[src/rtl/muldiv_pkg.sv]
// Shared encodings for the multi-cycle MULT/DIV sequencer that borrows the core ALU.
package muldiv_pkg;

  typedef enum logic [1:0] {
    OP_MULTU = 2'd0,
    OP_MULT  = 2'd1,
    OP_DIVU  = 2'd2,
    OP_DIV   = 2'd3
  } op_e;

  typedef enum logic [2:0] {
    S_IDLE, S_NEG_A, S_NEG_B, S_ITER, S_FIX_LO, S_FIX_HI, S_DONE
  } state_e;

  localparam logic [7:0] ALU_ADD  = 8'h04;
  localparam logic [7:0] ALU_SUB  = 8'h0C;
  localparam logic [7:0] ALU_IDLE = 8'h00;

  localparam int ITER_COUNT = 32;
  localparam int CNT_W      = $clog2(ITER_COUNT);

  // Per-operation control captured when a start is accepted.
  typedef struct packed {
    logic is_div;
    logic sa;
    logic sb;
    logic negq;
    logic negr;
  } req_t;

  function automatic req_t decode(input op_e op, input logic a_msb, input logic b_msb);
    req_t r;
    r.is_div = op[1];
    r.sa     = op[0] & a_msb;
    r.sb     = op[0] & b_msb;
    r.negq   = r.sa ^ r.sb;
    // Remainder takes the dividend's sign; the product high word takes the product's sign.
    r.negr   = r.is_div ? r.sa : (r.sa ^ r.sb);
    return r;
  endfunction

endpackage

[src/rtl/muldiv_cy.sv]
// Recovers the ALU's missing bit-32 carry (add) or borrow (sub) from the MSBs of x, y and the sum.
module muldiv_cy (
  input  logic x,
  input  logic y,
  input  logic s,
  input  logic sub,
  output logic cy
);

  always_comb begin
    if (sub) cy = (~x & y) | ((~x | y) & s);
    else     cy = (x & y) | ((x | y) & ~s);
  end

endmodule

[src/rtl/muldiv_seq.sv]
// Fixed-latency shift-add multiplier / restoring divider; every add, subtract and negate
// goes through the shared combinational ALU while busy.
module muldiv_seq
  import muldiv_pkg::*;
#(
  parameter int WIDTH = 32
) (
  input  logic             clk,
  input  logic             rst_n,
  input  logic             start,
  input  logic [1:0]       op,
  input  logic [WIDTH-1:0] a,
  input  logic [WIDTH-1:0] b,
  output logic             busy,
  output logic             done,
  output logic [WIDTH-1:0] hi,
  output logic [WIDTH-1:0] lo,
  output logic [7:0]       alu_ctrl,
  output logic [WIDTH-1:0] alu_a,
  output logic [WIDTH-1:0] alu_b,
  output logic [4:0]       alu_sh,
  input  logic [WIDTH-1:0] alu_y
);

  if (WIDTH != 32) begin : g_width_chk
    $error("muldiv_seq: only WIDTH=32 is supported");
  end

  state_e           state, state_nxt;
  req_t             req;
  logic [WIDTH-1:0] a_reg, b_reg;
  logic [CNT_W-1:0] cnt;
  logic             lo_nz;
  logic             cy;
  logic [WIDTH-1:0] shifted;

  assign shifted = {hi[WIDTH-2:0], lo[WIDTH-1]};
  assign busy    = (state != S_IDLE) && (state != S_DONE);
  assign done    = (state == S_DONE);
  assign alu_sh  = '0;

  muldiv_cy u_cy (
    .x   (alu_a[WIDTH-1]),
    .y   (alu_b[WIDTH-1]),
    .s   (alu_y[WIDTH-1]),
    .sub (req.is_div),
    .cy  (cy)
  );

  always_ff @(posedge clk or negedge rst_n) begin
    if (!rst_n) state <= S_IDLE;
    else        state <= state_nxt;
  end

  always_comb begin
    state_nxt = state;
    alu_ctrl  = ALU_IDLE;
    alu_a     = '0;
    alu_b     = '0;
    case (state)
      S_IDLE: if (start) state_nxt = S_NEG_A;
      S_NEG_A: begin
        alu_ctrl  = ALU_SUB;
        alu_b     = a_reg;
        state_nxt = S_NEG_B;
      end
      S_NEG_B: begin
        alu_ctrl  = ALU_SUB;
        alu_b     = b_reg;
        state_nxt = S_ITER;
      end
      S_ITER: begin
        alu_b = b_reg;
        if (req.is_div) begin
          alu_ctrl = ALU_SUB;
          alu_a    = shifted;
        end else begin
          alu_ctrl = ALU_ADD;
          alu_a    = hi;
        end
        if (cnt == '0) state_nxt = S_FIX_LO;
      end
      S_FIX_LO: begin
        alu_ctrl  = ALU_SUB;
        alu_b     = lo;
        state_nxt = S_FIX_HI;
      end
      S_FIX_HI: begin
        // All-ones minus hi is ~hi: the 64-bit negate only carries into hi when lo was zero.
        alu_ctrl  = ALU_SUB;
        alu_a     = (!req.is_div && lo_nz) ? '1 : '0;
        alu_b     = hi;
        state_nxt = S_DONE;
      end
      S_DONE:  state_nxt = start ? S_NEG_A : S_IDLE;
      default: state_nxt = S_IDLE;
    endcase
  end

  always_ff @(posedge clk or negedge rst_n) begin
    if (!rst_n) begin
      a_reg <= '0;
      b_reg <= '0;
      req   <= '0;
      cnt   <= '0;
      lo_nz <= 1'b0;
      hi    <= '0;
      lo    <= '0;
    end else begin
      case (state)
        S_IDLE, S_DONE: begin
          if (start) begin
            a_reg <= a;
            b_reg <= b;
            req   <= decode(op_e'(op), a[WIDTH-1], b[WIDTH-1]);
          end
        end
        S_NEG_A: if (req.sa) a_reg <= alu_y;
        S_NEG_B: begin
          if (req.sb) b_reg <= alu_y;
          hi  <= '0;
          lo  <= a_reg;
          cnt <= CNT_W'(ITER_COUNT - 1);
        end
        S_ITER: begin
          cnt <= cnt - 1'b1;
          if (req.is_div) begin
            // A set bit shifted out of hi means the partial remainder already exceeds |b|.
            if (hi[WIDTH-1] | ~cy) begin
              hi <= alu_y;
              lo <= {lo[WIDTH-2:0], 1'b1};
            end else begin
              hi <= shifted;
              lo <= {lo[WIDTH-2:0], 1'b0};
            end
          end else if (lo[0]) begin
            hi <= {cy, alu_y[WIDTH-1:1]};
            lo <= {alu_y[0], lo[WIDTH-1:1]};
          end else begin
            hi <= {1'b0, hi[WIDTH-1:1]};
            lo <= {hi[0], lo[WIDTH-1:1]};
          end
        end
        S_FIX_LO: begin
          lo_nz <= |lo;
          if (req.negq) lo <= alu_y;
        end
        S_FIX_HI: if (req.negr) hi <= alu_y;
        default: ;
      endcase
    end
  end

endmodule

[config.mk]
export PLATFORM = sky130hd
export DESIGN_NAME = muldiv_seq
export DESIGN_NICKNAME = d
export VERILOG_FILES = /design/src/rtl/muldiv_pkg.sv /design/src/rtl/muldiv_cy.sv /design/src/rtl/muldiv_seq.sv
export SDC_FILE = /design/constraint.sdc
export NUM_CORES = 1
export LEC_CHECK = 0
export CAP_MARGIN = 20
export CORE_ASPECT_RATIO = 1.5
export CORE_MARGIN = 10
export CORE_UTILIZATION = 40
export DETAILED_ROUTE_END_ITERATION = 10
export PLACE_DENSITY = 0.67
export SYNTH_ARGS = -nofsm -noshare
export SYNTH_HDL_FRONTEND = slang
export SYNTH_HIERARCHICAL = 1
export SYNTH_SLANG_ARGS = --single-unit
[constraint.sdc]
create_clock -name clk -period 5.05 [get_ports clk]
set_input_delay 1.2625 -clock clk [delete_from_list [all_inputs] [get_ports clk]]
set_output_delay 1.2625 -clock clk [all_outputs]
set_load 0.05 [all_outputs]
Word level (Yosys, flattened, before mapping)

Cells that the tools add are included.

Add/sub/neg operators: 1
Equal/unequal tests: 14
Muxes and demuxes: 29
Bitwise gates (word level): 15
Reduce and logical (&&, ||, !) cells: 21

Operators by type and width:

| kind                  | count |
|---|---|
| $mux W32              | 13 |
| $pmux W32 S2          | 3 |
| $pmux W32 S3          | 2 |
| $pmux W32 S4          | 1 |
| $reduce_or A32 Y1     | 1 |
| $pmux W3 S7           | 1 |
| $ne A2 B2 Y1 const B  | 7 |
| $pmux W5 S2           | 1 |
| $eq A3 B3 Y1 const B  | 3 |
| $reduce_bool A3 Y1    | 3 |
| $pmux W4 S2           | 1 |
| $reduce_and A2 Y1     | 4 |
| $and A1 B1 Y1         | 6 |
| $eq A3 B2 Y1 const B  | 2 |
| $mux W3               | 2 |
| $reduce_and A3 Y1     | 2 |
| $reduce_bool A2 Y1    | 3 |
| $logic_not A5 Y1      | 1 |
| $or A1 B1 Y1          | 5 |
| $sub A5 B1 Y5 const B | 1 |
| $mux W1               | 4 |
| $mux W4               | 1 |
| $reduce_or A2 Y1      | 2 |
| $reduce_or A4 Y1      | 1 |
| other kinds (7)       | 10 |

Register bits: 142
Output and inout bits: 143

Logic depth before layout (Yosys ltp)

Gate-level depths: netlist (run 1).

Word-level depth: 14
Mapped depth: 14

Hierarchy

Netlist (run 1), hierarchy kept.

Modules (own cells, without submodules):

| module     | instances | cells an instance | area each (um^2) |
|---|---|---|---|
| muldiv_seq | 1         | 1143              | 9738.1 |
| muldiv_cy  | 1         | 5                 | 32.5 |

Worst setup path after synthesis (run 1)

Ideal clock, no wire load.

Kind: register to register
Start point: register req[4] (netlist bit)
End point: register hi[10]
Library setup time: 0.078 ns
Data arrival time: 3.673 ns
Setup slack: 1.299 ns
Cell stages (with the launch flop): 14
Buffers on the path: 5
Period minus slack after synthesis: 3.751 ns
Cells stage by stage: dfrtp_1 -> buf_2 -> buf_2 -> buf_2 -> mux2i_1 -> o21ai_0 -> a211oi_1 -> a21oi_1 -> nor2b_1 -> buf_2 -> clkbuf_1 -> nand2_1 -> a31o_2 -> a21oi_1

Word-level cells in the longest chain between the ends: 14
Elaborated cells between the ends (all ways): 20

RTL lines:

| item                     | line              | text |
|---|---|---|
| start: declaration       | muldiv_seq.sv:30  | `req_t req;` |
| start signal: assignment | muldiv_seq.sv:115 | `req <= decode(op_e'(op), a[WIDTH-1], b[WIDTH-1]);` |
| $logic_not A1 Y1         | muldiv_seq.sv:91  | `alu_a = (!req.is_div && lo_nz) ? '1 : '0;` |
| $logic_and A1 B1 Y1      | muldiv_seq.sv:91  |  |
| $mux W32                 | muldiv_seq.sv:91  |  |
| $pmux W32 S2 *           | muldiv_seq.sv:60  | `case (state)` |
| net alu_a[31]            | muldiv_seq.sv:19  | `output logic [WIDTH-1:0] alu_a,` |
| $not A1 Y1               | muldiv_cy.sv:11   | `if (sub) cy = (~x & y) \| ((~x \| y) & s);` |
| $or A1 B1 Y1             | muldiv_cy.sv:11   |  |
| $and A1 B1 Y1            | muldiv_cy.sv:11   |  |
| $or A1 B1 Y1             | muldiv_cy.sv:11   |  |
| $mux W1 *                | muldiv_cy.sv:11   |  |
| net cy                   | muldiv_seq.sv:34  | `logic cy;` |
| $not A1 Y1 *             | muldiv_seq.sv:129 | `if (hi[WIDTH-1] \| ~cy) begin` |
| $or A1 B1 Y1 *           | muldiv_seq.sv:129 |  |
| $mux W32 *               | muldiv_seq.sv:129 |  |
| $mux W32 *               | muldiv_seq.sv:127 | `if (req.is_div) begin` |
| $pmux W32 S3 *           | muldiv_seq.sv:110 | `case (state)` |
| end signal: assignment   | muldiv_seq.sv:130 | `hi <= alu_y;` |
| end signal: assignment   | muldiv_seq.sv:133 | `hi <= shifted;` |
| end signal: assignment   | muldiv_seq.sv:137 | `hi <= {cy, alu_y[WIDTH-1:1]};` |
| end: declaration         | muldiv_seq.sv:16  | `output logic [WIDTH-1:0] hi,` |

Mark *: on every way through the listed nets, which the timed path passes. The rest lies on a longest branch.
A chain may end at the register's enable or synchronous reset.

Worst setup path in the final report (run 1)

Start point: register state[2]
End point: output port alu_b[16]

Word-level cells in the longest chain between the ends: 3
Elaborated cells between the ends (all ways): 7

RTL lines:

| item                       | line             | text |
|---|---|---|
| start: declaration         | muldiv_seq.sv:29 | `state_e state, state_nxt;` |
| start signal: assignment   | muldiv_seq.sv:52 | `else state <= state_nxt;` |
| $eq A3 B2 Y1               | muldiv_seq.sv:60 |  |
| $reduce_or A2 Y1 (no line) | --               |  |
| $pmux W32 S4 *             | muldiv_seq.sv:60 |  |
| end: declaration           | muldiv_seq.sv:20 | `output logic [WIDTH-1:0] alu_b,` |

Mark *: on every way between the ends. The rest lies on a longest branch, timed or not.

==> impl_metrics.ini, run 1 <==
[outcome]
status = finished, final reports clean

[drt]
finalWirelength_um = 38200
drc = 0
vias = 9870
drtIter0Drc = 713
wire_per_inst_um = 23.1
viasPerCell = 5.96
drtAntennaViolNets = 0
dr.pass1.iters = 5

[setup_path]
reg2reg_slack_ps = 960
r2r_cells = 12
r2r_end = hi[13]
start_kind = register
timing.rr.start = state[2]
cp.arrival_ps = 3250
cp_max_fo = 28
crit_path_end_kind = output pin
critPathRequiredTime_ps = 3790
critPathKind = register to output pin

[yosys]
synth_edf_count = 0
synth_compound_area_frac = 0.274
synthSimpleGateAreaFrac = 0.126
yosys.area_share.adder = 0.00128
ys_warn_count = 6
seq_area_frac_synth = 0.364
synth_top_family_by_area = compound AO/OA/AOI/OAI gates
postSynthAreaPerCell_um2 = 8.51
syn_inst = 1148
synthXorXnorAreaFrac = 0.00359
syn-cell-area_um2 = 9770
synthMuxAreaShare = 0.164
ys.flop_type = dfrtp_1
yosys.cell_types.count = 46
ys_ff_latch = 142
ys_async_sr_fraction = 1.00

[sta]
slew_headroom = 0.240
hold_viol = 0
min_period_ps = 4510
setup_tns_ps = 0
max_freq_mhz = 222
worstMarginPinSlew_ps = 1140
drv_slew = 0
final.setup.worst_slack_ps = 541
hold_slack_ps = 476
period_share = 0.893
setup_violations = 0
rsz0062_at_grt = false
skew_ps = 8.14

[clock_tree]
cts.clk_slew.worst_paths_ps = 60
htreeDepth = 4
cts_tree = yes
cts_buffer_depth = 2
cts_setup_buffers = 0
clk_latency_ps = 440
clock-sinks = 142
cts_resized = 0
holdBufCountCts = 0
cts_buffers = 17
cts_root_buf = clkbuf_16

[final_layout]
final_layout_size_suffix_gt1_frac = 0.137
design_area_um2 = 13200
diodes = 0
syn_to_final_growth_pct = 35.1
final_nets = 1421

[floorplanning]
coreArea_um2 = 24300
start_util = 0.403
rows = 70
die_h_um = 211
num_io_pins = 244
die_area_um2 = 31200
die_x_um = 148

[global_routing]
grt_pass1_vias = 9969
grt_overflow_total = 0
antenna_found_initial = 0
grt_usage = 0.238
busiest_layer = met2
grt_max_degree = 84
grt_use_met3 = 0.0554
grt_util_met1 = 0.269
use_met2 = 0.419
grt_pass1_wl_um = 59000

[placed_design]
pre_cts_ws_ps = 1020
dpl_cell_area_um2 = 12500
place_hpwl_um = 26200
place_congestion = 0.847
port-buffer-count = 232

[min_path]
hold_path.startpoint = lo_nz
hold_path_end = lo_nz
min_path_cells = 2
min_path_type = register to register

[power]
vdd_drop_max_v = 0.000572
leakage_nw = 5.46
cellPowerDensity_nw_per_um2 = 733

[run]
drv_cap = 0
kinds of logic (layout without fill, tap and decap cells):
| kind of cell | count (synthesis) | in the layout |
|---|---|---|
| other | 1 | 11 |
| buffers and inverters | 129 | 303 |
| muxes | 157 | 157 |
| DFF | 142 | 142 |
| AOI/OAI and AO/OA | 416 | 416 |
| adders and majority gates | 1 | 1 |
| and+or+nand+nor | 298 | 298 |
| xor gates and xnor gates | 4 | 4 |
cell usage in the layout, fill, tap and decap left out, types with 4 or more instances in the layout:
master,Yosys,layout
inv_1,9,9
a21oi_1,93,93
o221ai_1,30,30
mux2i_1,129,129
o22ai_1,4,4
clkdlybuf4s50_1,0,183
clkinvlp_4,0,4
nor2_1,92,92
clkbuf_16,0,17
nor4_1,8,8
a22o_1,35,35
mux2_2,28,28
buf_12,0,35
conb_1,1,11
nand2_1,165,165
nand3_1,6,6
nand2b_1,4,4
a31o_2,30,30
nor2b_1,6,4
o21ai_0,165,165
o21ai_1,7,7
a21o_1,4,4
dfrtp_1,142,139
buf_4,14,42
bufinv_16,0,4
a221o_1,32,32
inv_6,0,4
per-layer routing:
layer  vias up  part of all wire
li1       4524                 -
met1      4830              0.38
met2       441              0.52
met3        75             0.074
met4         0             0.030
met5         -                 0
critical path: stages, from the launching register on:
cell and delay, ps:
dfrtp_1 880, and3b_2 810, a221o_1 260, clkdlybuf4s50_1 840
how the worst max path moves through the flow:
stage	start	endpoint	cells past startpoint
floorplan	req[4]	hi[10]	13
global placement	alu_y[31]	hi[2]	9
detailed placement	state[2]	alu_b[16]	3
CTS	state[2]	alu_b[16]	3
global route	state[0]	alu_b[29]	5
finish	state[2]	alu_b[16]	3
cells in the mapped netlist (6+ instances only):
library cell | count | share of area
inv_1 | 9 | 0.0035
nor2_1 | 92 | 0.035
nor2b_1 | 6 | 0.0038
dfrtp_1 | 142 | 0.36
buf_6 | 6 | 0.0069
a31o_2 | 30 | 0.027
nand2_1 | 165 | 0.063
nand3_1 | 6 | 0.0031
nor4_1 | 8 | 0.0051
a22o_1 | 35 | 0.031
clkbuf_1 | 42 | 0.016
a21oi_1 | 93 | 0.048
mux2_2 | 28 | 0.032
o21ai_0 | 165 | 0.085
o21ai_1 | 7 | 0.0036
buf_4 | 14 | 0.011
a221o_1 | 32 | 0.033
mux2i_1 | 129 | 0.13
buf_2 | 58 | 0.030
o221ai_1 | 30 | 0.027
final cells by class:
type | count | area, um^2
flip-flops and latches | 142 | 3560
clock buffers | 17 | 425
clock inverters | 15 | 211
repair buffers | 262 | 2890
multi-input cells | 887 | 5670
inverters | 9 | 33.8
well taps | 324 | 405
fillers | 2230 | 11100
metrics by stage:
stage | instances | power (mW) | util
final | 1656 | 9.67 | 0.544
after floorplan | 1158 | 5.94 | -
after detailed placement | 1623 | 8.27 | 0.517
after global placement | 1623 | 8.20 | 0.517
after CTS | 1655 | 9.68 | 0.543
after global routing | 1656 | 10.1 | 0.544
power by group:
group	switching, mW	total, mW	internal (mW)
Combinational	3.51	5.82	2.31
Sequential	0.822	2.46	1.64
Clock	0.556	1.39	0.834
Note: power is estimated with default switching activity, not from simulation.
==> run 2, diff against run 1 <==
--- a/config.mk
+++ b/config.mk
@@ -6,7 +6,7 @@
 export NUM_CORES = 1
 export LEC_CHECK = 0
 export CAP_MARGIN = 20
-export CORE_ASPECT_RATIO = 1.5
+export CORE_ASPECT_RATIO = 1.4
 export CORE_MARGIN = 10
 export CORE_UTILIZATION = 40
 export DETAILED_ROUTE_END_ITERATION = 10
==> impl_metrics.ini, run 2 (synthesis gave the netlist of run 1 again) <==
[sta]
max_freq_mhz = 225
rsz0062_at_grt = false
drv_slew = 0
skew_ps = 7.68
hold_viol = 0
period_share = 0.882
min_period_ps = 4450
setup_violations = 0
worstMarginPinSlew_ps = 1150
slew_headroom = 0.235
final.setup.worst_slack_ps = 598
setup_tns_ps = 0

[placed_design]
pre_cts_ws_ps = 960
place_hpwl_um = 25600
place_congestion = 0.854
port-buffer-count = 232

[global_routing]
antenna_found_initial = 1
grt_usage = 0.233
grt_overflow_total = 0
grt_pass1_wl_um = 58700
grt_pass1_vias = 9906
grt_max_degree = 88

[final_layout]
final_cell_mix = 188 x clkdlybuf4s50_1, 165 x nand2_1, 165 x o21ai_0, 139 x dfrtp_1, 129 x mux2i_1
final_layout_size_suffix_gt1_frac = 0.130
final_common_cell = clkdlybuf4s50_1
syn_to_final_growth_pct = 34.9
final_nets = 1421
diodes = 0
fillCellCount = 2224

[outcome]
status = finished, final reports clean

[min_path]
min_path_type = register to register

[setup_path]
cp_max_fo = 34
crit_path_end_kind = output pin
critPathRequiredTime_ps = 3790
start_kind = register
critPathKind = register to output pin
cp.arrival_ps = 3190

[clock_tree]
cts_buffers = 17
cts_setup_buffers = 0
cts_buffer_depth = 2
htreeDepth = 4
clock-sinks = 142
cts_tree = yes
holdBufCountCts = 0
cts.clk_slew.worst_paths_ps = 60
cts_resized = 0
cts_root_buf = clkbuf_16
clk_latency_ps = 450

[run]
drv_cap = 0

[power]
power.share.clock = 0.144
switching_power_mw = 4.84
leakage_nw = 5.45
switching_share = 0.501
pwr-share-seq = 0.260
cellPowerDensity_nw_per_um2 = 733
vdd_drop_max_v = 0.000499
pwr-share-comb = 0.596
p_int_mw = 4.82

[floorplanning]
num_io_pins = 244
start_util = 0.408
coreArea_um2 = 24000
rows = 67
die_h_um = 205
die_x_um = 152
die_area_um2 = 31200

[drt]
drtAntennaViolNets = 0
finalWirelength_um = 37700
drtIter0Drc = 730
vias = 9923
wire_per_inst_um = 23.0
drc = 0
dr.pass1.iters = 5
viasPerCell = 6.04
[run 2: cell count changes in the layout (fill, tap and decap cells not counted), sizes merged]
cell	change
buf	-5
clkdlybuf4s50	+5
clkbuf	+4
inv	-4
clkinvlp	-3
clkinv	+2
bufinv	+1
[run 2: worst max-delay path: stages, from the launching register on]
cell and delay [ps]:
dfrtp_2 660, and3b_2 740, nand3_1 450, buf_4 360, o21ai_0 290, buf_12 220
[run 2: area by class of cell]
class	instances	area, um^2	share of cell area
multi-input cells	887	5670	0.430
inverters	9	33.8	0.00256
repair buffers	262	2900	0.220
clock inverters	11	190	0.0144
flip-flops and latches	142	3560	0.270
clock buffers	21	440	0.0334
well taps	310	388	0.0294
[run 2: per-stage QoR]
stage	std cells	hold slack [ps]	util	total power [mW]	instance area (um^2)
CTS	1641	476	0.549	9.69	13200
floorplan	1158	438	-	5.94	9810
global route	1642	500	0.550	10.2	13200
detailed placement	1609	463	0.522	8.29	12500
finish	1642	473	0.550	9.67	13200
global placement	1609	451	0.522	8.22	12500
[run 2: final timing paths]
check	cells after the start	slack (ps)	to	startpoint
max in group asynchronous	2	3240	b_reg[23]	rst_n
worst max-delay path	5	600	alu_a[15]	state[1]
worst min register to register	2	470	lo_nz	lo_nz
min in group asynchronous	1	860	a_reg[4]	rst_n
worst max register to register	10	910	hi[0]	state[1]
worst min-delay path	2	470	lo_nz	lo_nz
[run 2: power by group through the flow]
| stage | clock [mW] | combinational (mW) | sequential, mW |
|---|---|---|---|
| final | 1.39 | 5.76 | 2.51 |
| after global routing | 1.45 | 6.12 | 2.59 |
| after CTS | 1.40 | 5.79 | 2.49 |
| after detailed placement | 0 | 5.77 | 2.51 |
| after global placement | 0 | 5.72 | 2.50 |
| after floorplan | 0 | 2.90 | 3.04 |
[run 2: metal layers]
layer	global-route usage	vias up	wire length, um
met1	0.269	4857	14500
met2	0.405	450	19300
met3	0.0548	90	2760
met5	0	-	13
li1	-	4524	-
met4	0.101	2	1130
